### config.mk
export PLATFORM = sky130hd
export DESIGN_NAME = chip8_fetch
export DESIGN_NICKNAME = d
export VERILOG_FILES = /design/src/rtl/chip8_fetch.sv
export SDC_FILE = /design/constraint.sdc
export NUM_CORES = 1
export LEC_CHECK = 0
export CAP_MARGIN = 5
export CORE_MARGIN = 1
export CORE_UTILIZATION = 53
export DETAILED_ROUTE_END_ITERATION = 7
export MAX_ROUTING_LAYER = met4
export PLACE_DENSITY = 0.88
export SLEW_MARGIN = 20
export SYNTH_ARGS = -nofsm -noshare
export SYNTH_HDL_FRONTEND = slang
export SYNTH_SLANG_ARGS = --single-unit
### constraint.sdc
create_clock -name clk_in -period 8.1 [get_ports clk_in]
set_clock_uncertainty 0.05 [all_clocks]
set_input_delay 1.215 -clock clk_in [delete_from_list [all_inputs] [get_ports clk_in]]
set_output_delay 1.215 -clock clk_in [all_outputs]
set_load 0.005 [all_outputs]
### src/rtl/chip8_fetch.sv
// -----------------------------------------------------------------------------
// chip8_fetch
//
// Instruction fetch stage for the CHIP-8 core. Once the ROM loader reports
// that memory holds a program, this block reads big-endian 16-bit opcodes
// through a byte-wide synchronous read port (1-cycle read latency). It hands
// each opcode and its address to decode/execute over a valid/ready handshake.
// Execute can redirect the PC for jumps, calls, returns and skips.
//
// Ports:
//   clk_in        - clock, all state changes on the rising edge
//   rst_in        - synchronous active-high reset
//   rom_ready     - memory holds a loaded ROM; dropping it restarts fetch
//   mem_rd_en     - byte read request this cycle
//   mem_rd_addr   - byte address of the read request
//   mem_rd_data   - byte for the address requested in the previous cycle
//   instr         - fetched opcode {mem[pc], mem[pc+1]}
//   instr_pc      - address of the high byte of instr
//   instr_valid   - instr / instr_pc hold a valid instruction
//   instr_ready   - consumer takes the instruction this cycle
//   pc_load       - redirect request from execute
//   pc_load_addr  - redirect target
// -----------------------------------------------------------------------------
module chip8_fetch #(
    parameter logic [11:0] RESET_PC = 12'h200
) (
    input  logic        clk_in,
    input  logic        rst_in,
    input  logic        rom_ready,
    output logic        mem_rd_en,
    output logic [11:0] mem_rd_addr,
    input  logic [7:0]  mem_rd_data,
    output logic [15:0] instr,
    output logic [11:0] instr_pc,
    output logic        instr_valid,
    input  logic        instr_ready,
    input  logic        pc_load,
    input  logic [11:0] pc_load_addr
);

    typedef enum logic [2:0] {
        IDLE     = 3'd0,
        FETCH_HI = 3'd1,
        FETCH_LO = 3'd2,
        WAIT_LO  = 3'd3,
        VALID    = 3'd4
    } state_t;

    state_t      state;
    state_t      state_nxt;
    logic [11:0] pc;
    logic [11:0] pc_nxt;
    logic        handshake;

    assign handshake = (state == VALID) && instr_ready;

    // Next state and next PC. Losing the ROM outranks a redirect, and a
    // redirect outranks both the sequential advance and the in-flight fetch.
    always_comb begin
        state_nxt = state;
        pc_nxt    = pc;
        if (state == IDLE) begin
            pc_nxt = RESET_PC;
            if (rom_ready) begin
                state_nxt = FETCH_HI;
            end
        end else if (!rom_ready) begin
            state_nxt = IDLE;
            pc_nxt    = RESET_PC;
        end else if (pc_load) begin
            state_nxt = FETCH_HI;
            pc_nxt    = pc_load_addr;
        end else begin
            unique case (state)
                FETCH_HI: state_nxt = FETCH_LO;
                FETCH_LO: state_nxt = WAIT_LO;
                WAIT_LO:  state_nxt = VALID;
                VALID: begin
                    if (handshake) begin
                        state_nxt = FETCH_HI;
                        pc_nxt    = pc + 12'd2;
                    end
                end
                default: begin
                    state_nxt = IDLE;
                    pc_nxt    = RESET_PC;
                end
            endcase
        end
    end

    // Outputs are registered from the next state and next PC, so the read
    // port and instr_valid never see a combinational path from the inputs.
    // Opcode bytes are captured only on the uninterrupted path, so an
    // aborted fetch never writes its late read data into instr.
    always_ff @(posedge clk_in) begin
        if (rst_in) begin
            state       <= IDLE;
            pc          <= RESET_PC;
            mem_rd_en   <= 1'b0;
            mem_rd_addr <= 12'h000;
            instr       <= 16'h0000;
            instr_pc    <= 12'h000;
            instr_valid <= 1'b0;
        end else begin
            state <= state_nxt;
            pc    <= pc_nxt;

            mem_rd_en   <= (state_nxt == FETCH_HI) || (state_nxt == FETCH_LO);
            instr_valid <= (state_nxt == VALID);

            if (state_nxt == FETCH_HI) begin
                mem_rd_addr <= pc_nxt;
            end else if (state_nxt == FETCH_LO) begin
                mem_rd_addr <= pc_nxt + 12'd1;
            end else begin
                mem_rd_addr <= 12'h000;
            end

            instr_pc <= (state_nxt == VALID) ? pc_nxt : 12'h000;

            if ((state == FETCH_LO) && (state_nxt == WAIT_LO)) begin
                instr[15:8] <= mem_rd_data;
            end
            if ((state == WAIT_LO) && (state_nxt == VALID)) begin
                instr[7:0] <= mem_rd_data;
            end
        end
    end

endmodule

==> summary.txt, run 1 <==
Placed design
  • Placed Area: 3420 sq um
  • Pre-CTS WS: approximately 3600 ps
  • Port Buf Inserts: 66
  • GPL Wtd Cong: 0.928
  • HPWL after DPL: around 5.2 mm

Setup path
  • Worst Reg2Reg Path Length in Cells: 6
  • Reg-to-reg startpoint: state[0]$_SDFF_PP0_
  • WP data required: 8310 ps
  • WS Path Type: in2reg
  • Critical Path End Type: flop
  • Critical Path Source: pc_load
  • Worst Path Max Fanout: 25
  • Worst R2R End: mem_rd_addr[10]$_SDFF_PP0_
  • Startpoint types: input pin
  • Worst setup path end: mem_rd_addr[8]$_SDFF_PP0_
  • Worst R2R Setup Slack: 4700 ps
  • Worst Path Arrival: around 4400 ps

Cells and area
  • Area growth from synthesis to layout: 32.7%
  • Most frequent cells in the layout: 66 x clkdlybuf4s50_1, 57 x dfxtp_1, 35 x nor2_1
  • Final-layout fill cell count: 361
  • # nets final: 401
  • Number of diodes: 0
  • Layout cells sized above 1: 8.71%
  • Most common cell after layout, fill and taps aside: clkdlybuf4s50_1
  • Finished Cell Area: 3640 sq um

Route
  • Wire per inst: 16.5 um
  • Drt drc: 0
  • TritonRoute pass-1 iters: 7
  • Vias: 2690
  • DR iter-0 viols: 380
  • Total Wirelength: 7.35 mm
  • Final antenna-violating net count: 0
  • Via density: about 6.0

GRT
  • First-pass GRT wire length: between 10 and 15 mm
  • GRT Overall Usage: 29.4%
  • Largest net degree at the start of global routing: 33
  • Total gr overflow: 0
  • Vias in the first global route: between 2000 and 2500
  • Initial antenna violation count: 0

Timing
  • TNS Setup: 0 ps
  • Min Clock Period, post-route: 4170 ps
  • Worst hold slack: 404 ps
  • F_max: 240 MHz
  • Slew headroom: between 30% and 40%
  • Hold Violations, Final: 0
  • Period utilisation layout: 51.5%
  • Final WS setup: 3930 ps
  • Tightest Pin Transition: roughly 900 ps
  • RSZ-0062 raised after global routing: no
  • Final setup violation count: 0
  • Fin. max-slew vios: 0

Pwr
  • Share of power burned in registers: 45.3%
  • Internal cell power: 0.486 mW
  • Combinational share of power: 7.5%
  • PD cells: 173 nW/um^2
  • Worst vdd ir: 218 uV
  • Psw: about 0.15 mW
  • Part of the power in the clock network: 47.2%
  • Final Power: around 0.63 mW
  • Leak pwr: about 1.3 nW
  • Sw Ratio: a little under a quarter

Synth
  • Mapped Area: 2750 sq um
  • Synth Area per Inst: 8.80 sq um
  • Unique masters post-synth: between 60 and 70
  • Seq/Total Area, Yosys: ~42%
  • Main synth FF type: dfxtp_1
  • Number of enable flip-flop cells after synthesis: 0
  • Async set or reset register ratio after synthesis: 0%
  • Syn Inst Count: 312
  • Yosys warning count: 0
  • Number of synthesized register bits: between 50 and 60
  • Mapped Nets: 339

Floorplanning
  • Rows: 25
  • Die height: 74.0 um
  • Initial Util: between 50% and 60%
  • Die width: 74.0 um
  • Core ar.: a little under 5000 sq um
  • Die area: between 5000 and 6000 sq um
  • I/O Pins: 67

Clock network
  • CTS tree: done
  • Clk buf depth: 2
  • Clock-pin slew on the worst setup and hold paths: ~70 ps
  • TritonCTS Sinks: 57
  • CTS Buf Count: 9
  • Root buf cell: clkbuf_8
  • Worst-Skew Late Latency: 340 ps
  • H-tree Lvls: 3
  • # resized after CTS: 0
  • # hold bufs at CTS: 0
  • Post-CTS Setup Bufs: 0

Run status
  • Status: finished clean

Job
  • Number of max-cap violations: 0

Hold path
  • Hold Path Class: reg2reg
  • Hold_sp: instr[0]$_SDFFE_PP0P_
## registers in the layout, summed over array words and instances, names as in the netlist
name,count
instr,16
instr_pc,12
pc,12
state,3
mem_rd_en,1
mem_rd_addr,12
instr_valid,1
## worst min path at each step
stage,cells past startpoint,slack (ps),endpoint
CTS,2,410,instr[0]$_SDFFE_PP0P_
floorplan,2,400,instr[0]$_SDFFE_PP0P_
finish,2,400,instr[0]$_SDFFE_PP0P_
global placement,2,390,instr[2]$_SDFFE_PP0P_
detailed placement,2,400,instr[1]$_SDFFE_PP0P_
global route,2,430,instr[6]$_SDFFE_PP0P_
## cells by family (layout without fill, tap and decap cells)
| kind of cell | after synthesis | after routing | share of synthesized area, % |
|---|---|---|---|
| AND/OR/NAND/NOR | 140 | 140 | 28.5 |
| AO/OA/AOI/OAI | 70 | 70 | 18.6 |
| multiplexers | 14 | 14 | 5.20 |
| XOR/XNOR | 3 | 3 | 0.957 |
| buffers and inverters | 26 | 93 | 4.19 |
| flip-flops | 57 | 57 | 41.6 |
| adder cells (fa/ha/maj) | 2 | 2 | 0.911 |
## worst max-delay path, stage by stage
cell and delay [ps]:
clkdlybuf4s50_1 880, o31ai_1 500, o211ai_1 260, inv_1 110, ha_1 190, nand3b_1 100
or4_4 470, or4_1 540, o211ai_1 100
## stage by stage
| stage | utilization [%] | cells |
|---|---|---|
| final | 75.1 | 446 |
| after global routing | 75.1 | 446 |
| after CTS | 75.1 | 446 |
| after detailed placement | 70.6 | 430 |
| after global placement | 70.6 | 430 |
| after floorplan | - | 312 |
## per-layer routing
metal	vias up	GRT usage, %	wire (um)
met1	1248	35.6	3020
met5	-	-	0
met2	155	47.2	3510
met4	0	11.1	158
li1	1271	-	-
met3	16	7.45	664
## power by group through the flow
stage               clock, mW  sequential [mW]  combinational [mW]
detailed placement          0            0.292              0.0462
global placement            0            0.292              0.0457
CTS                     0.302            0.286              0.0466
finish                  0.298            0.286              0.0474
floorplan                   0            0.290              0.0258
global route            0.311            0.286              0.0508
## Yosys cell counts (3+ instances only)
cell type / instances / area share [%]
and2_1: 4 / 0.91
dfxtp_1: 57 / 42
o21ai_0: 10 / 1.8
xnor2_1: 3 / 0.96
o31ai_1: 5 / 1.4
o21a_1: 5 / 1.4
o31a_1: 3 / 0.96
nor3_1: 6 / 1.1
nand2b_1: 8 / 1.8
nor4_1: 8 / 1.8
nand2_1: 27 / 3.7
or3_1: 3 / 0.68
o211ai_1: 6 / 1.6
buf_2: 4 / 0.73
nand4_1: 5 / 1.1
clkbuf_1: 9 / 1.2
a21oi_1: 16 / 2.9
inv_1: 9 / 1.2
nor2_1: 35 / 4.8
nand3_1: 16 / 2.9
mux2i_1: 12 / 4.4
## area by class of cell
class	count	area, sq um	share of cell area [%]
tap	67	83.8	2.30
inverter	9	33.8	0.927
clock buffer	11	141	3.88
sequential	57	1140	31.3
timing repair buffer	68	676	18.5
multi-input combinational	229	1490	40.9
clock inverter	5	78.8	2.16
No activity file was read; power rests on OpenSTA's default activity.
==> run 2: changes to the inputs <==
--- a/config.mk
+++ b/config.mk
@@ -7,10 +7,10 @@
 export LEC_CHECK = 0
 export CAP_MARGIN = 5
 export CORE_MARGIN = 1
-export CORE_UTILIZATION = 53
+export CORE_UTILIZATION = 49
 export DETAILED_ROUTE_END_ITERATION = 7
 export MAX_ROUTING_LAYER = met4
-export PLACE_DENSITY = 0.88
+export PLACE_DENSITY = 0.82
 export SLEW_MARGIN = 20
 export SYNTH_ARGS = -nofsm -noshare
 export SYNTH_HDL_FRONTEND = slang
==> constraint.sdc (replaced) <==
create_clock -name clk_in -period 4.1 [get_ports clk_in]
set_clock_uncertainty 0.05 [all_clocks]
set_input_delay 0.615 -clock clk_in [delete_from_list [all_inputs] [get_ports clk_in]]
set_output_delay 0.615 -clock clk_in [all_outputs]
set_load 0.005 [all_outputs]
==> run 2 against run 1 <==
  * Total power up 110%
  * Final cell count up 1.8%
  * Utilization down 4.1 points
  * Cell area up 2.1%
  * Setup slack worse by 3000 ps
  * Die area up 7.9%
  * Global-route usage down 1.7 points
  * Clock power up 120%
==> summary.txt, run 2 (synthesis results as in run 1) <==
Pwr
  • Leak pwr: 1.29 nW
  • Sw Ratio: 21.4%
  • Part of the power in the clock network: about 50%
  • Psw: 0.284 mW
  • Combinational share of power: 7.4%
  • Internal cell power: 1.04 mW
  • PD cells: 357 nW/um^2
  • Worst vdd ir: 374 uV
  • Share of power burned in registers: 42.5%
  • Final Power: 1.33 mW

Timing
  • Period utilisation layout: 78.5%
  • Final WS setup: 880 ps
  • Worst hold slack: 408 ps
  • Final setup violation count: 0
  • TNS Setup: 0 ps
  • Slew headroom: 45.1%
  • Tightest Pin Transition: 819 ps
  • RSZ-0062 raised after global routing: no
  • Hold Violations, Final: 0
  • Min Clock Period, post-route: around 3200 ps
  • Fin. max-slew vios: 0
  • F_max: ~310 MHz

Placed design
  • Placed cells: 438
  • Port Buf Inserts: 66
  • Pre-CTS WS: 599 ps
  • GPL Wtd Cong: 0.920
  • HPWL after DPL: approximately 5.4 mm
  • Placed Area: 3460 sq um

Run status
  • Status: finished clean

Route
  • TritonRoute pass-1 iters: 5
  • Wire per inst: 17.0 um
  • DR iter-0 viols: a little over 200
  • Total Wirelength: 7.72 mm
  • Vias: between 2000 and 3000
  • Final antenna-violating net count: 0
  • Drt drc: 0
  • Via density: 5.92

Setup path
  • Worst Path Arrival: 3430 ps
  • WP data required: 4310 ps
  • Worst setup path end: mem_rd_addr[8]$_SDFF_PP0_
  • Critical Path Source: pc_load
  • Worst Reg2Reg Path Length in Cells: 9
  • Critical Path End Type: flop
  • Worst Path Max Fanout: 14
  • Worst R2R Setup Slack: 890 ps
  • Reg-to-reg startpoint: state[1]$_SDFF_PP0_
  • WS Path Type: in2reg
  • Startpoint types: input pin
  • Worst R2R End: mem_rd_addr[8]$_SDFF_PP0_

GRT
  • Total gr overflow: 0
  • Vias in the first global route: 2468
  • First-pass GRT wire length: 12.3 mm
  • Largest net degree at the start of global routing: 33
  • Initial antenna violation count: 0
  • GRT Overall Usage: 27.7%

Floorplanning
  • Rows: 26
  • I/O Pins: 67
  • Die area: about 5900 sq um
  • Die height: between 70 and 80 um
  • Initial Util: between 50% and 60%
  • Core ar.: 5240 sq um
  • Die width: 76.9 um

Job
  • Number of max-cap violations: 0

Cells and area
  • Area growth from synthesis to layout: 35.5%
  • Fin util: 71.0%
  • # nets final: 406
  • Most frequent cells in the layout: 66 x clkdlybuf4s50_1, 57 x dfxtp_1, 35 x nor2_1
  • Fin cells: 454
  • Number of diodes: 0
  • Finished Cell Area: 3720 sq um
  • Most common cell after layout, fill and taps aside: clkdlybuf4s50_1
  • Max FFs per register: 16
  • Final-layout fill cell count: 430
  • Layout cells sized above 1: under 10%
  • Top reg by flops: instr

Clock network
  • Clk buf depth: 2
  • Post-CTS Setup Bufs: 0
  • CTS tree: done
  • TritonCTS Sinks: 57
  • Clock-pin slew on the worst setup and hold paths: 70 ps
  • Worst-Skew Late Latency: 340 ps
  • # resized after CTS: 0
  • H-tree Lvls: 3
  • Root buf cell: clkbuf_8
  • CTS Buf Count: 9
  • # hold bufs at CTS: 0

Hold path
  • Hold Path Class: reg2reg
==> run 2: cell count changes in the layout (fill, tap and decap cells not counted) <==
cell,delta
bufinv_16,+1
clkbuf_8,+1
clkinv_2,-2
buf_4,+5
==> run 2: worst min path at each step <==
stage | startpoint | cells past startpoint | endpoint
global placement | instr[3]$_SDFFE_PP0P_ | 2 | instr[3]$_SDFFE_PP0P_
floorplan | instr[0]$_SDFFE_PP0P_ | 2 | instr[0]$_SDFFE_PP0P_
global route | instr[5]$_SDFFE_PP0P_ | 2 | instr[5]$_SDFFE_PP0P_
finish | instr[0]$_SDFFE_PP0P_ | 2 | instr[0]$_SDFFE_PP0P_
detailed placement | instr[5]$_SDFFE_PP0P_ | 2 | instr[5]$_SDFFE_PP0P_
CTS | instr[0]$_SDFFE_PP0P_ | 2 | instr[0]$_SDFFE_PP0P_
==> run 2: cell type report <==
class                      count  area (sq um)  area share (%)
clock inverter                 4          98.8            2.66
inverter                       9          33.8           0.908
timing repair buffer          73           713            19.2
clock buffer                  12           155            4.17
multi-input combinational    229          1490            40.0
sequential                    57          1140            30.7
tap                           70          87.6            2.36
==> run 2: critical path, stage by stage <==
cell and delay [ps]:
clkdlybuf4s50_1 630, o31ai_1 390, o211ai_1 260, inv_1 120, ha_1 200, nand3b_1 110, or4_4 460, or4_1 530
o211ai_1 100
==> run 2: metal layers <==
metal,vias to the layer above,track usage [%],wire length (um)
met5,-,-,0
met4,0,8.27,113
met3,19,8.81,631
met2,150,42.8,3610
met1,1235,34.4,3360
li1,1285,-,-
==> run 2: power by group through the flow <==
stage / sequential (mW) / combinational (mW) / clock (mW)
after CTS: 0.564 / 0.0967 / 0.665
final: 0.564 / 0.0982 / 0.665
after detailed placement: 0.576 / 0.0959 / 0
after global routing: 0.564 / 0.105 / 0.700
after floorplan: 0.574 / 0.0510 / 0
after global placement: 0.576 / 0.0950 / 0
